===== config.mk =====
export PLATFORM = sky130hd
export DESIGN_NAME = bsr_feeder
export DESIGN_NICKNAME = d
export VERILOG_FILES = /design/src/rtl/bsr_pkg.sv /design/src/rtl/bsr_feeder_fsm.sv /design/src/rtl/bsr_feeder.sv
export SDC_FILE = /design/constraint.sdc
export NUM_CORES = 1
export LEC_CHECK = 0
export ABC_AREA = 1
export ABC_CLOCK_PERIOD_IN_PS = 4200
export CAP_MARGIN = 30
export CORE_MARGIN = 2
export CORE_UTILIZATION = 49
export CTS_CLUSTER_DIAMETER = 30
export CTS_CLUSTER_SIZE = 28
export DETAILED_ROUTE_END_ITERATION = 10
export PLACE_DENSITY = 0.8
export SKIP_LAST_GASP = 1
export SYNTH_ARGS = -nofsm -noshare
export SYNTH_HDL_FRONTEND = slang
export SYNTH_SLANG_ARGS = --single-unit

===== constraint.sdc =====
create_clock -name clk -period 4.2 [get_ports clk]
set_input_delay 0.42 -clock clk [delete_from_list [all_inputs] [get_ports clk]]
set_output_delay 0.42 -clock clk [all_outputs]
set_load 0.01 [all_outputs]

===== src/rtl/bsr_pkg.sv =====
// rtl/bsr_pkg.sv - shared types and constants for the bsr register and its feeder
package bsr_pkg;

    localparam int   BSR_WIDTH = 4;

    localparam logic DIR_RIGHT = 1'b0;
    localparam logic DIR_LEFT  = 1'b1;

    typedef enum logic [1:0] {
        ST_IDLE  = 2'd0,
        ST_SHIFT = 2'd1,
        ST_CHECK = 2'd2
    } feeder_state_e;

endpackage


===== src/rtl/bsr_feeder_fsm.sv =====
// rtl/bsr_feeder_fsm.sv - feeder sequencing: state register, bit counter, handshake decode
module bsr_feeder_fsm
    import bsr_pkg::*;
#(
    parameter int WIDTH = BSR_WIDTH
) (
    input  logic                  clk,
    input  logic                  rst,
    input  logic                  in_valid,
    output logic                  in_ready,
    output logic                  accept,
    output logic                  word_valid,
    output feeder_state_e         state_q,
    output feeder_state_e         state_d,
    output logic [$clog2(WIDTH):0] cnt_q
);

    localparam int CNT_W = $clog2(WIDTH) + 1;

    logic [CNT_W-1:0] cnt_d;

    // A word can be taken while idle or in the check cycle (back-to-back).
    assign in_ready   = rst && (state_q == ST_IDLE || state_q == ST_CHECK);
    assign accept     = in_valid && in_ready;
    assign word_valid = (state_q == ST_CHECK);

    // Next-state and bit-counter logic.
    always_comb begin
        state_d = state_q;
        cnt_d   = cnt_q;
        case (state_q)
            ST_IDLE: begin
                if (accept) begin
                    state_d = ST_SHIFT;
                    cnt_d   = '0;
                end
            end
            ST_SHIFT: begin
                cnt_d = cnt_q + CNT_W'(1);
                if (cnt_q == CNT_W'(WIDTH - 1)) begin
                    state_d = ST_CHECK;
                end
            end
            ST_CHECK: begin
                if (accept) begin
                    state_d = ST_SHIFT;
                    cnt_d   = '0;
                end else begin
                    state_d = ST_IDLE;
                end
            end
            default: begin
                state_d = ST_IDLE;
            end
        endcase
    end

    // State and counter registers; reset abandons any partial word.
    always_ff @(posedge clk) begin
        if (!rst) begin
            state_q <= ST_IDLE;
            cnt_q   <= '0;
        end else begin
            state_q <= state_d;
            cnt_q   <= cnt_d;
        end
    end

endmodule


===== src/rtl/bsr_feeder.sv =====
// rtl/bsr_feeder.sv - serializes a parallel word into bsr and verifies the readback
module bsr_feeder
    import bsr_pkg::*;
#(
    parameter int WIDTH = BSR_WIDTH
) (
    input  logic             clk,
    input  logic             rst,
    input  logic             in_valid,
    input  logic [WIDTH-1:0] in_data,
    input  logic             in_dir,
    output logic             in_ready,
    input  logic [WIDTH-1:0] q,
    output logic             ri,
    output logic             li,
    output logic             rl_mode,
    output logic             busy,
    output logic             word_valid,
    output logic             err
);

    localparam int CNT_W = $clog2(WIDTH) + 1;
    localparam int IDX_W = $clog2(WIDTH);

    feeder_state_e    state_q;
    feeder_state_e    state_d;
    logic [CNT_W-1:0] cnt_q;
    logic             accept;

    logic [WIDTH-1:0] data_q, data_d;
    logic             dir_q, dir_d;
    logic             ri_q, ri_d;
    logic             li_q, li_d;
    logic             rl_mode_q, rl_mode_d;
    logic             busy_q, busy_d;
    logic             err_q, err_d;

    logic             send;
    logic [WIDTH-1:0] src_data;
    logic             src_dir;
    logic [IDX_W-1:0] idx;
    logic [IDX_W-1:0] pos;
    logic             bit_val;

    bsr_feeder_fsm #(
        .WIDTH (WIDTH)
    ) u_fsm (
        .clk        (clk),
        .rst        (rst),
        .in_valid   (in_valid),
        .in_ready   (in_ready),
        .accept     (accept),
        .word_valid (word_valid),
        .state_q    (state_q),
        .state_d    (state_d),
        .cnt_q      (cnt_q)
    );

    // Latch the word, pick the next serial bit, and accumulate readback mismatches.
    always_comb begin
        data_d    = data_q;
        dir_d     = dir_q;
        rl_mode_d = rl_mode_q;
        err_d     = err_q;
        src_data  = data_q;
        src_dir   = dir_q;
        send      = 1'b0;
        idx       = '0;

        if (accept) begin
            // The first bit comes straight from the input since the latch fills on this edge.
            data_d    = in_data;
            dir_d     = in_dir;
            rl_mode_d = in_dir;
            src_data  = in_data;
            src_dir   = in_dir;
            send      = 1'b1;
        end else if (state_q == ST_SHIFT && state_d == ST_SHIFT) begin
            send = 1'b1;
            idx  = IDX_W'(cnt_q + CNT_W'(1));
        end

        // Left shifts enter at q[0], so the MSB must go first to end up at the top.
        pos     = (src_dir == DIR_LEFT) ? (IDX_W'(WIDTH - 1) - idx) : idx;
        bit_val = send & src_data[pos];
        ri_d    = (src_dir == DIR_RIGHT) & bit_val;
        li_d    = (src_dir == DIR_LEFT) & bit_val;

        if (state_q == ST_CHECK && q != data_q) begin
            err_d = 1'b1;
        end

        busy_d = (state_d != ST_IDLE);
    end

    // Output and latch registers.
    always_ff @(posedge clk) begin
        if (!rst) begin
            data_q    <= '0;
            dir_q     <= 1'b0;
            ri_q      <= 1'b0;
            li_q      <= 1'b0;
            rl_mode_q <= 1'b0;
            busy_q    <= 1'b0;
            err_q     <= 1'b0;
        end else begin
            data_q    <= data_d;
            dir_q     <= dir_d;
            ri_q      <= ri_d;
            li_q      <= li_d;
            rl_mode_q <= rl_mode_d;
            busy_q    <= busy_d;
            err_q     <= err_d;
        end
    end

    assign ri      = ri_q;
    assign li      = li_q;
    assign rl_mode = rl_mode_q;
    assign busy    = busy_q;
    assign err     = err_q;

endmodule


* Word-level counts from Yosys, hierarchy flattened
Index checks and enable logic that the tools add are counted.
** Word-level totals
- Bits in read-only memories :: 0
- Bits in writable memories :: 0
- Output and inout port bits :: 7
- Bits in registers :: 15
- Input bits :: 12
- Word-level logic and storage cells :: 47
- Memories kept :: 0
- Bits in latches :: 0
** Cells by class
- Shift operators :: 0
- Add/subtract/negate cells :: 2
- Bitwise gates (word level) :: 4
- Mux-type cells :: 15
- Eq/ne operators :: 6
- Divide/modulo/power cells :: 0
- $mul :: 0
- Reduce and logical (&&, ||, !) cells :: 10
- $lt $le $gt $ge :: 1
** Operators by type and width (count)
- 2-to-1 mux 2 bit :: 5
- one-hot mux 2 bit (3 select lines) :: 1
- one-hot mux 3 bit (2 select lines) :: 1
- 2-to-1 mux 1 bit :: 5
- == test 2 x 1 -> 1 bit, second input constant :: 2
- logical AND 1 bit :: 4
- 2-to-1 mux 4 bit :: 1
- inequality test 4 bit :: 1
- nonzero test 2 bit :: 2
- adder 3 x 1 -> 3 bit, second input constant :: 1
- bitwise AND 1 bit :: 3
- == test 3 x 2 -> 1 bit, second input constant :: 1
- less-than comparator 2 x 3 -> 1 bit, second input constant :: 1
- 2-to-1 mux 3 bit :: 1
- binary-select mux 1 bit (select 2 bit) :: 1
- == test 2 bit, second input constant :: 1
- logical NOT 2 bit :: 1
- inequality test 2 x 1 -> 1 bit, second input constant :: 1
- AND reduction 2 bit :: 1
- OR reduction 2 bit :: 1
- subtractor 2 bit, first input constant :: 1
- logical OR 1 bit :: 1
- NOT 1 bit :: 1

* Longest topological paths before layout
- Word-level depth :: 16
- Mapped depth :: 10

* By module
A second synthesis with hierarchy kept.
** Unflattened totals
- Cell total of the unflattened synthesis :: 128
- Area total of the unflattened synthesis :: 860.8 sq um
** Modules (own cells, without submodules)
- bsr_feeder :: seq. area each 200.2 sq um, instances 1, area each 575.6 sq um, cells each 87
- bsr_feeder_fsm :: seq. area each 100.1 sq um, instances 1, area each 285.3 sq um, cells each 41

* Worst setup path after synthesis
Ideal clock, no wire load.
- Path type :: reg2reg
- Start :: register u_fsm.cnt_q[0]
- End :: register li_q, in the netlist li
- Cell stages (with the launch flop) :: 8
- Clock period less this slack :: 1.331 ns
- Setup slack :: 2.869 ns
- Path buffers :: 0
- Arrival :: 1.213 ns
- Cells stage by stage :: dfxtp_1 ha_1 ha_1 inv_1 nand3_1 xor2_1 nand3_1 a21oi_1
** On the way
- Word-level cells in the longest chain between the ends :: 13
** Ends and longest elaborated chain
- start, declared :: RTL line bsr_feeder_fsm.sv:15 : output logic [$clog2(WIDTH):0] cnt_q
- start signal, assigned :: RTL line bsr_feeder_fsm.sv:65 : cnt_q <= cnt_d;
- == test 3 x 2 -> 1 bit :: RTL line bsr_feeder_fsm.sv:40 : if (cnt_q == CNT_W'(WIDTH - 1)) begin
- 2-to-1 mux 2 bit :: RTL line bsr_feeder_fsm.sv:40
- one-hot mux 2 bit (3 select lines) :: RTL line bsr_feeder_fsm.sv:31 : case (state_q)
- == test 2 x 1 -> 1 bit :: RTL line bsr_feeder.sv:78 : end else if (state_q == ST_SHIFT && state_d == ST_SHIFT) begin
- logical AND 1 bit :: RTL line bsr_feeder.sv:78
- 2-to-1 mux 2 bit :: RTL line bsr_feeder.sv:78
- 2-to-1 mux 2 bit :: RTL line bsr_feeder.sv:70 : if (accept) begin
- subtractor 2 bit :: RTL line bsr_feeder.sv:84 : pos = (src_dir == DIR_LEFT) ? (IDX_W'(WIDTH - 1) - idx) : idx;
- 2-to-1 mux 2 bit :: RTL line bsr_feeder.sv:84
- binary-select mux 1 bit (select 2 bit) :: RTL line bsr_feeder.sv:85 : bit_val = send & src_data[pos];
- 2-to-1 mux 1 bit (implied by the code) :: RTL line bsr_feeder.sv:85
- bitwise AND 1 bit * :: RTL line bsr_feeder.sv:85
- bitwise AND 1 bit * :: RTL line bsr_feeder.sv:87 : li_d = (src_dir == DIR_LEFT) & bit_val;
- end signal, assigned :: RTL line bsr_feeder.sv:110 : li_q <= li_d;
- end, declared :: RTL line bsr_feeder.sv:33 : logic li_q, li_d;
Mark *: on every way between the ends. The rest lies on a longest branch, timed or not. The select of a mux whose other input is x is not followed.
A chain may end at the register's enable or synchronous reset.

* Worst setup path after layout
- Start :: input rst
- End :: output in_ready
** On the way
- Word-level cells in the longest chain between the ends :: 1
** Ends and longest elaborated chain
- start, declared :: RTL line bsr_feeder.sv:8 : input logic rst,
- logical AND 1 bit :: RTL line bsr_feeder_fsm.sv:23 : assign in_ready = rst && (state_q == ST_IDLE || state_q == ST_CHECK);
- end, declared :: RTL line bsr_feeder.sv:12 : output logic in_ready,
No other way between the ends.

==> out/qor.yml <==
grt:
  grt_use_met3: 0.0298
  antenna_found_initial: 0
  met1_usage: 0.198
  grt-busiest-layer: "met2"
  grt_max_degree: 14
  grt_use_met2: 0.294
  grt-ovfl-total: 0
  grt_pass1_vias: 554
  grt_pass1_wl_um: 2320
  gr-usage-all-layers: 0.171
outcome:
  status: "finished, final reports clean"
critical_path:
  worstPathRequired_ns: 3.78
  crit_slowest_cell: "clkdlybuf4s50_1"
  critPathMaxStageDelay_ns: 0.54
  path_common_cell: "clkdlybuf4s50_1"
  worstPathArrival_ns: 1.87
  end_kind: "output pin"
  critPathLaunchType: "input port"
  cp_cell_sequence: "clkdlybuf4s50_1, inv_1, nor2_1, clkdlybuf4s50_1"
  path_max_fanout: 13
  crit_type: "input port to output pin"
synthesis:
  synth_area_um2: 733
  synth-async-reset-ratio: 0
  yosys_warnings: 0
  yosys_register_bits: 15
  syn_area_per_cell_um2: 7.80
  syn-instance-count: 94
  syn_nets: 108
  synth_flop_cell: "dfxtp_1"
  yosysSeqAreaShare: 0.410
  synth_cell_types: 23
  synth_edf_count: 0
power:
  switching_share: 0.283
  power_density_mw_per_mm2: 315
  ir_drop_v: 0.000221
  p_switching_mw: 0.0843
  internal_power_mw: 0.214
  power.leakage_nw: 0.394
  p_seq_frac: 0.514
  power_frac_clock: 0.279
  pwr-share-comb: 0.208
routing:
  antenna_left: 0
  totalWireLength_um: 1460
  drt_iter0_drc: 14
  wl_per_cell_um: 11.3
  viasPerCell: 4.97
  drt_first_pass_iters: 4
  drc: 0
  route.vias.total: 641
hold_path:
  min_path_type: "flip-flop to flip-flop"
final_layout:
  drive_gt1_frac: 0.149
  antenna_cells: 0
  nNetsFinal: 129
  stdcell_count: 129
  final_common_cell: "clkdlybuf4s50_1"
  area_delta_synth_final_pct: 28.8
  layout_common_cells: "clkdlybuf4s50_1 (18), dfxtp_1 (15), nand2_1 (14)"
  fin_util: 0.700
sta:
  finalHoldViolations: 0
  hold_slack_ns: 0.470
  finClkSkew_ns: 0.0105
  setup_viol: 0
  slew_headroom: 0.724
  fin_ws_ns: 1.91
  max_freq_ghz: 0.437
  rsz0062_at_grt: "no"
  fin_crit_ns: 2.29
  drv_slew: 0
  finalCritPeriodShare: 0.544
  tns_ns: 0
  worstMarginPinSlew_ns: 0.413
floorplanning:
  die_w_um: 42.7
  row_count: 13
  start_util: 0.543
  ioPinCount: 19
  dieArea_mm2: 0.00182
  coreArea_mm2: 0.00135
  die_h_um: 42.7
clock_network:
  post-cts-setup-buffers: 0
  cts_tree: "done"
  h-tree-depth: 1
  clkTransAtPathRegs_ns: 0.09
  hold_buffers: 0
  cts_sinks: 15
  numCtsBuffers: 3
  cts-root-buf: "clkbuf_4"
  clk_latency_ns: 0.29
  clockBufferDepth: 2
  cts_resized: 0
placed_design:
  place_congestion: 0.840
  place_hpwl_um: 1050
  pre_cts_ws_ns: 1.91
  portBuffers: 18
  place_inst: 125
job:
  drv_cap: 0
-- kinds of logic (layout without fill, tap and decap cells) --
logic type / count (synthesis) / count (layout) / share of synthesized area
simple gates: 41 / 41 / 0.302
xor+xnor: 5 / 5 / 0.0597
fa+ha+maj: 2 / 2 / 0.0341
buf+inv: 17 / 37 / 0.0973
compound gates: 14 / 14 / 0.0973
flops: 15 / 15 / 0.410
-- power groups by stage --
stage               combinational, mW  sequential (mW)  clock (mW)
CTS                            0.0623            0.153      0.0840
global route                   0.0689            0.154      0.0887
finish                         0.0618            0.153      0.0830
global placement               0.0600            0.156           0
floorplan                      0.0384            0.157           0
detailed placement             0.0611            0.157           0
-- worst paths after layout --
kind                                startpoint  cells past startpoint  slack, ns             end
worst max register to register  u_fsm.cnt_q[0]                      7       2.69              ri
worst max-delay path                       rst                      4       1.91        in_ready
worst min register to register  u_fsm.cnt_q[1]                      2       0.47  u_fsm.cnt_q[1]
worst min-delay path            u_fsm.cnt_q[1]                      2       0.47  u_fsm.cnt_q[1]
-- state kept, by name, summed over array words and instances, names as in the netlist --
name           cells
data_q             4
busy               1
u_fsm.state_q      2
err                1
u_fsm.cnt_q        3
li                 1
dir_q              1
rl_mode            1
ri                 1
-- cell usage after synthesis, types with 2 or more instances --
library cell,number,area (um2)
inv_2,2,7.51
o21ai_1,4,20.0
nand2_1,14,52.6
a21oi_1,7,35.0
ha_1,2,25.0
nor2_1,10,37.5
nand3_2,4,40.0
nand2_2,4,25.0
nand3_1,4,20.0
xnor2_1,4,35.0
dfxtp_1,15,300
inv_1,12,45.0
o21ai_0,2,10.0
-- routing by layer --
layer	wire length, um	up-vias
met5	0	-
met4	40	0
met3	92	5
met2	714	17
met1	611	283
li1	-	336
-- stage by stage --
step	total power, mW	cell area [um2]
after floorplan	0.195	733
after global placement	0.216	917
after detailed placement	0.218	917
after CTS	0.299	945
after global routing	0.311	945
final	0.298	945
-- cell type report --
| type | count | area [um2] |
|---|---|---|
| tap | 15 | 18.8 |
| timing repair buffer | 18 | 180 |
| fill | 125 | 405 |
| clock inverter | 1 | 5.00 |
| multi-input combinational | 62 | 362 |
| clock buffer | 3 | 22.5 |
| inverter | 15 | 56.3 |
| sequential | 15 | 300 |
-- worst max-delay path, delay by kind of cell --
family	cells	cell delay (ns)
buffers and inverters	3	1.31
AND/OR/NAND/NOR	1	0.14
No activity file was read; power rests on OpenSTA's default activity.
